$ cat config.mk
export PLATFORM = sky130hd
export DESIGN_NAME = formula_sweep_ctrl
export DESIGN_NICKNAME = d
export VERILOG_FILES = /design/src/rtl/formula_sweep_ctrl.sv
export SDC_FILE = /design/constraint.sdc
export NUM_CORES = 1
export LEC_CHECK = 0
export ABC_AREA = 1
export BUFFER_PORTS_ARGS = -buffer_cell sky130_fd_sc_hd__buf_2
export CORE_MARGIN = 2
export CORE_UTILIZATION = 56
export DETAILED_ROUTE_END_ITERATION = 10
export GPL_TIMING_DRIVEN = 0
export HOLD_SLACK_MARGIN = 0.02
export PLACE_DENSITY = 0.93
export SLEW_MARGIN = 10
export SYNTH_ARGS = -nofsm -noshare
export SYNTH_HDL_FRONTEND = slang
export SYNTH_SLANG_ARGS = --single-unit
$ cat constraint.sdc
create_clock -name clk -period 4 [get_ports clk]
set_input_delay 0.6 -clock clk [delete_from_list [all_inputs] [get_ports clk]]
set_output_delay 0.6 -clock clk [all_outputs]
set_load 0.1 [all_outputs]
$ cat src/rtl/formula_sweep_ctrl.sv
// Purpose : sweeps a 1-output Boolean formula through all 2^NIN input assignments and
//           accumulates satisfying count, first satisfying assignment and all/none flags.
// Latency : one assignment per clock; done pulses 2^NIN+LAT edges after the start edge.
// Backpressure: none; start is ignored while busy, abort ends a sweep on the next edge.
//
// Ports:
//   clk, rst_n            rising-edge clock, asynchronous active-low reset
//   start, abort          begin a sweep (IDLE only) / terminate a sweep (RUN/DRAIN only)
//   vec_o                 assignment presented to the formula (bit i -> formula input i)
//   f_i                   formula result for the vec_o issued LAT cycles earlier
//   busy, done, aborted   sweep status
//   sat_count, first_valid, first_sat, all_sat, none_sat   sweep results
//   tt_o                  full truth table (only when FSWEEP_TRUTH_TABLE_EN is defined)
module formula_sweep_ctrl #(
  parameter int NIN = 7,
  parameter int LAT = 0
) (
  input  logic           clk,
  input  logic           rst_n,
  input  logic           start,
  input  logic           abort,
  output logic [NIN-1:0] vec_o,
  input  logic           f_i,
  output logic           busy,
  output logic           done,
  output logic           aborted,
  output logic [NIN:0]   sat_count,
  output logic           first_valid,
  output logic [NIN-1:0] first_sat,
  output logic           all_sat,
  output logic           none_sat
`ifdef FSWEEP_TRUTH_TABLE_EN
  ,
  output logic [(1<<NIN)-1:0] tt_o
`endif
);

  localparam logic [NIN-1:0] LAST = {NIN{1'b1}};
  localparam logic [NIN:0]   FULL = {1'b1, {NIN{1'b0}}};

  typedef enum logic [1:0] {IDLE, RUN, DRAIN} state_t;

  state_t         state, state_nxt;
  logic [NIN-1:0] cnt;
  logic           issue_vld;
  logic [NIN-1:0] issue_idx;
  logic           head_vld;
  logic [NIN-1:0] head_idx;
  logic           hit;
  logic           finish;
  logic           kill;
  logic [NIN:0]   sat_nxt;

  // State register
  always_ff @(posedge clk or negedge rst_n) begin
    if (!rst_n) state <= IDLE;
    else        state <= state_nxt;
  end

  // Next state. The sweep finishes on the edge that samples the last index,
  // which for LAT=0 is the same edge that retires the last issue.
  always_comb begin
    state_nxt = state;
    finish    = 1'b0;
    case (state)
      IDLE:  if (start) state_nxt = RUN;
      RUN: begin
        if (abort) state_nxt = IDLE;
        else if (cnt == LAST) state_nxt = (LAT == 0) ? IDLE : DRAIN;
        finish = !abort && head_vld && (head_idx == LAST);
      end
      DRAIN: begin
        finish = !abort && head_vld && (head_idx == LAST);
        if (abort || finish) state_nxt = IDLE;
      end
      default: state_nxt = IDLE;
    endcase
  end

  // Outputs decoded from state
  always_comb begin
    busy      = (state != IDLE);
    issue_vld = (state == RUN);
    issue_idx = cnt;
    vec_o     = issue_vld ? cnt : '0;
  end

  assign kill = busy && abort;

  // Assignment counter: wraps to 0 after the last issue, held at 0 otherwise
  always_ff @(posedge clk or negedge rst_n) begin
    if (!rst_n)                     cnt <= '0;
    else if (issue_vld && !abort)   cnt <= cnt + 1'b1;
    else                            cnt <= '0;
  end

  // {valid, index} tracker running alongside the formula's own pipeline
  generate
    if (LAT == 0) begin : g_comb
      assign head_vld = issue_vld;
      assign head_idx = issue_idx;
    end else begin : g_pipe
      logic [LAT-1:0]          pv;
      logic [LAT-1:0][NIN-1:0] pidx;
      always_ff @(posedge clk or negedge rst_n) begin
        if (!rst_n) begin
          pv   <= '0;
          pidx <= '0;
        end else begin
          pv[0]   <= issue_vld && !kill;
          pidx[0] <= issue_idx;
          for (int i = 1; i < LAT; i++) begin
            pv[i]   <= pv[i-1] && !kill;
            pidx[i] <= pidx[i-1];
          end
        end
      end
      assign head_vld = pv[LAT-1];
      assign head_idx = pidx[LAT-1];
    end
  endgenerate

  // The response sampled on an abort edge still counts; only later ones are dropped
  assign hit     = head_vld && f_i;
  assign sat_nxt = sat_count + {{NIN{1'b0}}, hit};

  always_ff @(posedge clk or negedge rst_n) begin
    if (!rst_n) begin
      done        <= 1'b0;
      aborted     <= 1'b0;
      sat_count   <= '0;
      first_valid <= 1'b0;
      first_sat   <= '0;
      all_sat     <= 1'b0;
      none_sat    <= 1'b0;
`ifdef FSWEEP_TRUTH_TABLE_EN
      tt_o        <= '0;
`endif
    end else begin
      done <= finish;
      if (state == IDLE && start) begin
        aborted     <= 1'b0;
        sat_count   <= '0;
        first_valid <= 1'b0;
        first_sat   <= '0;
        all_sat     <= 1'b0;
        none_sat    <= 1'b0;
`ifdef FSWEEP_TRUTH_TABLE_EN
        tt_o        <= '0;
`endif
      end else begin
        sat_count <= sat_nxt;
        if (hit && !first_valid) begin
          first_valid <= 1'b1;
          first_sat   <= head_idx;
        end
`ifdef FSWEEP_TRUTH_TABLE_EN
        if (head_vld) tt_o[head_idx] <= f_i;
`endif
        if (kill) aborted <= 1'b1;
        if (finish) begin
          all_sat  <= (sat_nxt == FULL);
          none_sat <= (sat_nxt == '0);
        end
      end
    end
  end

endmodule
==> impl_metrics.py <==
metrics = {
    "run_status": {
        "status": "finished clean",
    },
    "clock_network": {
        "cts-resized-gates": 0,
        "cts_max_level": 1,
        "clockBufferDepth": 2,
        "cts_sinks": 28,
        "cts.clk_slew.worst_paths_ns": 0.15,
        "cts.repair_timing.setup_buffer_count": 0,
        "cts_inserted_buffers": 3,
        "postCtsHoldBufs": 0,
        "clkLatencyLatePin_ns": 0.33,
        "cts-root-buf": "clkbuf_4",
        "cts_tree": "built",
    },
    "logic_synthesis": {
        "ys_types": 24,
        "synth_ff_type": "dfrtp_1",
        "yosysTopAreaCell": "dfrtp_1",
        "yosys-top-cells-area": "dfrtp_1, nand2_1, nand3_1",
        "synth-edff-count": 0,
        "syn_area_um2": 1380,
        "syn_area_per_cell_um2": 8.24,
        "synth_top_cell_area_share": 0.506,
        "netlist_top_cells_count": "nand2_1, dfrtp_1, inv_1",
        "synth_nets": 176,
        "post-synth-top-count-cell": "nand2_1",
        "async_flop_share": 1.00,
        "yosysSeqAreaShare": 0.506,
        "ys_ff_latch": 28,
        "yosysWarnings": 0,
        "syn-instance-count": 168,
    },
    "routing": {
        "drc_errors": 0,
        "drtAntennaViolNets": 0,
        "firstDrtPassIters": 4,
        "totalWireLength_mm": 2.68,
        "wl_per_cell_um": 11.4,
        "via_per_inst": 5.05,
        "first_iter_violations": 24,
        "dr_total_vias": 1181,
    },
    "sta": {
        "setup_viol": 0,
        "period_needed_ns": 2.03,
        "worst_slack_ns": 1.97,
        "tightest_slew_ns": 0.604,
        "tns_ns": 0,
        "timing.final.crit_share": 0.509,
        "relSlewSlack": 0.597,
        "fmax_mhz": 491,
        "fin_skew_ns": 0.0101,
        "slew_violations": 0,
        "rsz0062_at_grt": "false",
        "hold_violations": 0,
    },
    "place": {
        "place_inst": 230,
        "portBuffers": 32,
        "gp_congestion": 0.817,
        "hpwl_mm": 2.06,
        "dp_slack_ns": 1.99,
    },
    "floorplanning": {
        "start_util": 0.574,
        "die_area_um2": 2880,
        "ios": 33,
        "die_h_um": 53.7,
        "die_x_um": 53.7,
        "core_region_area_um2": 2410,
        "rows": 18,
    },
    "power_and_ir_drop": {
        "p_leak_nw": 0.935,
        "peakVddDrop_mv": 0.341,
        "powerDensity_nw_per_um2": 418,
    },
    "setup_path": {
        "worstSetupPathType": "reg2out",
        "path_cells": "buf_4 -> nand2_1 -> inv_1 -> buf_2",
        "crit_arrival_ns": 1.43,
        "required_ns": 3.40,
        "cp_top_family": "buffers and inverters",
        "cp-start-kind": "register",
        "path_buf_inv": 3,
        "path_max_fanout": 10,
        "crit_slowest_cell": "buf_2",
        "end_kind": "output port",
        "cpPeakStageDelay_ns": 0.41,
    },
    "global_routing": {
        "grt_pass1_wl_mm": 4.37,
        "grt_pass1_vias": 1034,
        "grt_overflow_total": 0,
        "grt_start_max_net_pins": 29,
        "antenna_found_initial": 0,
        "grt.total_usage": 0.211,
    },
    "cells_and_area": {
        "drive_above_1_share": 0.255,
        "antennaDiodeCount": 0,
        "final_util": 0.671,
        "fin_nets": 213,
        "layout.cells.non_filler": 234,
        "syn2layout_area_growth_pct": 16.9,
    },
    "min_path": {
        "hold_class": "in2async",
    },
    "run": {
        "drv_cap": 0,
    },
}
==> sequential cells by signal, summed over array words and instances (netlist names) <==
signal,cells
none_sat,1
aborted,1
all_sat,1
done,1
state,1
sat_count,8
first_valid,1
first_sat,7
cnt,7
==> layout make-up <==
cell class	count	area [um2]
Buffer	2	12.5
Sequential cell	28	701
Clock buffer	4	36.3
Tap cell	30	37.5
Inverter	27	101
Timing Repair Buffer	32	160
Fill cell	226	792
Multi-Input combinational cell	111	569
==> power breakdown <==
group	total, mW	internal, mW	switching (mW)	leakage (nW)
combinational	0.226	0.0406	0.185	0.532
clock	0.136	0.0557	0.0803	0.0210
sequential	0.314	0.300	0.0140	0.382
==> final timing paths <==
check,end,start,slack [ns],depth (start not counted)
min in group clk,all_sat,all_sat,0.50,2
worst min-delay path,first_sat[3],rst_n,0.26,1
worst min register to register,all_sat,all_sat,0.50,2
worst max register to register,all_sat,state[0],2.09,13
worst max-delay path,vec_o[5],state[0],1.97,4
max in group asynchronous,first_sat[6],rst_n,3.34,1
==> placed cells by master, fill, tap and decap left out, types with 4 or more instances in the layout <==
master | Yosys | final
buf_2 | 1 | 33
nor2_1 | 16 | 16
nand3_1 | 18 | 18
a21oi_1 | 8 | 8
nor2_2 | 4 | 4
dfrtp_1 | 28 | 28
o21ai_0 | 5 | 5
inv_1 | 23 | 23
nand2_1 | 41 | 41
==> logic make-up after synthesis <==
group | synth area share
xor gates and xnor gates | 0.00633
and+or+nand+nor | 0.316
adders and majority gates | 0.0271
AOI/OAI and AO/OA | 0.0624
DFF | 0.506
buffers and inverters | 0.0823
==> metrics by stage <==
stage	hold WS [ns]	total power, mW	area, um2
2_1_floorplan	0.304	0.505	1380
3_3_place_gp	0.468	0.544	1580
3_5_place_dp	0.474	0.547	1580
4_1_cts	0.273	0.680	1620
5_1_grt	0.285	0.712	1620
6_report	0.260	0.676	1620
==> routing by layer <==
layer  GRT usage  routed length [um]
met3      0.0389                 108
met2       0.368                1300
met4      0.0726                  24
met1       0.262                1240
met5           0                   0
Power figures use the tool's default switching activity.
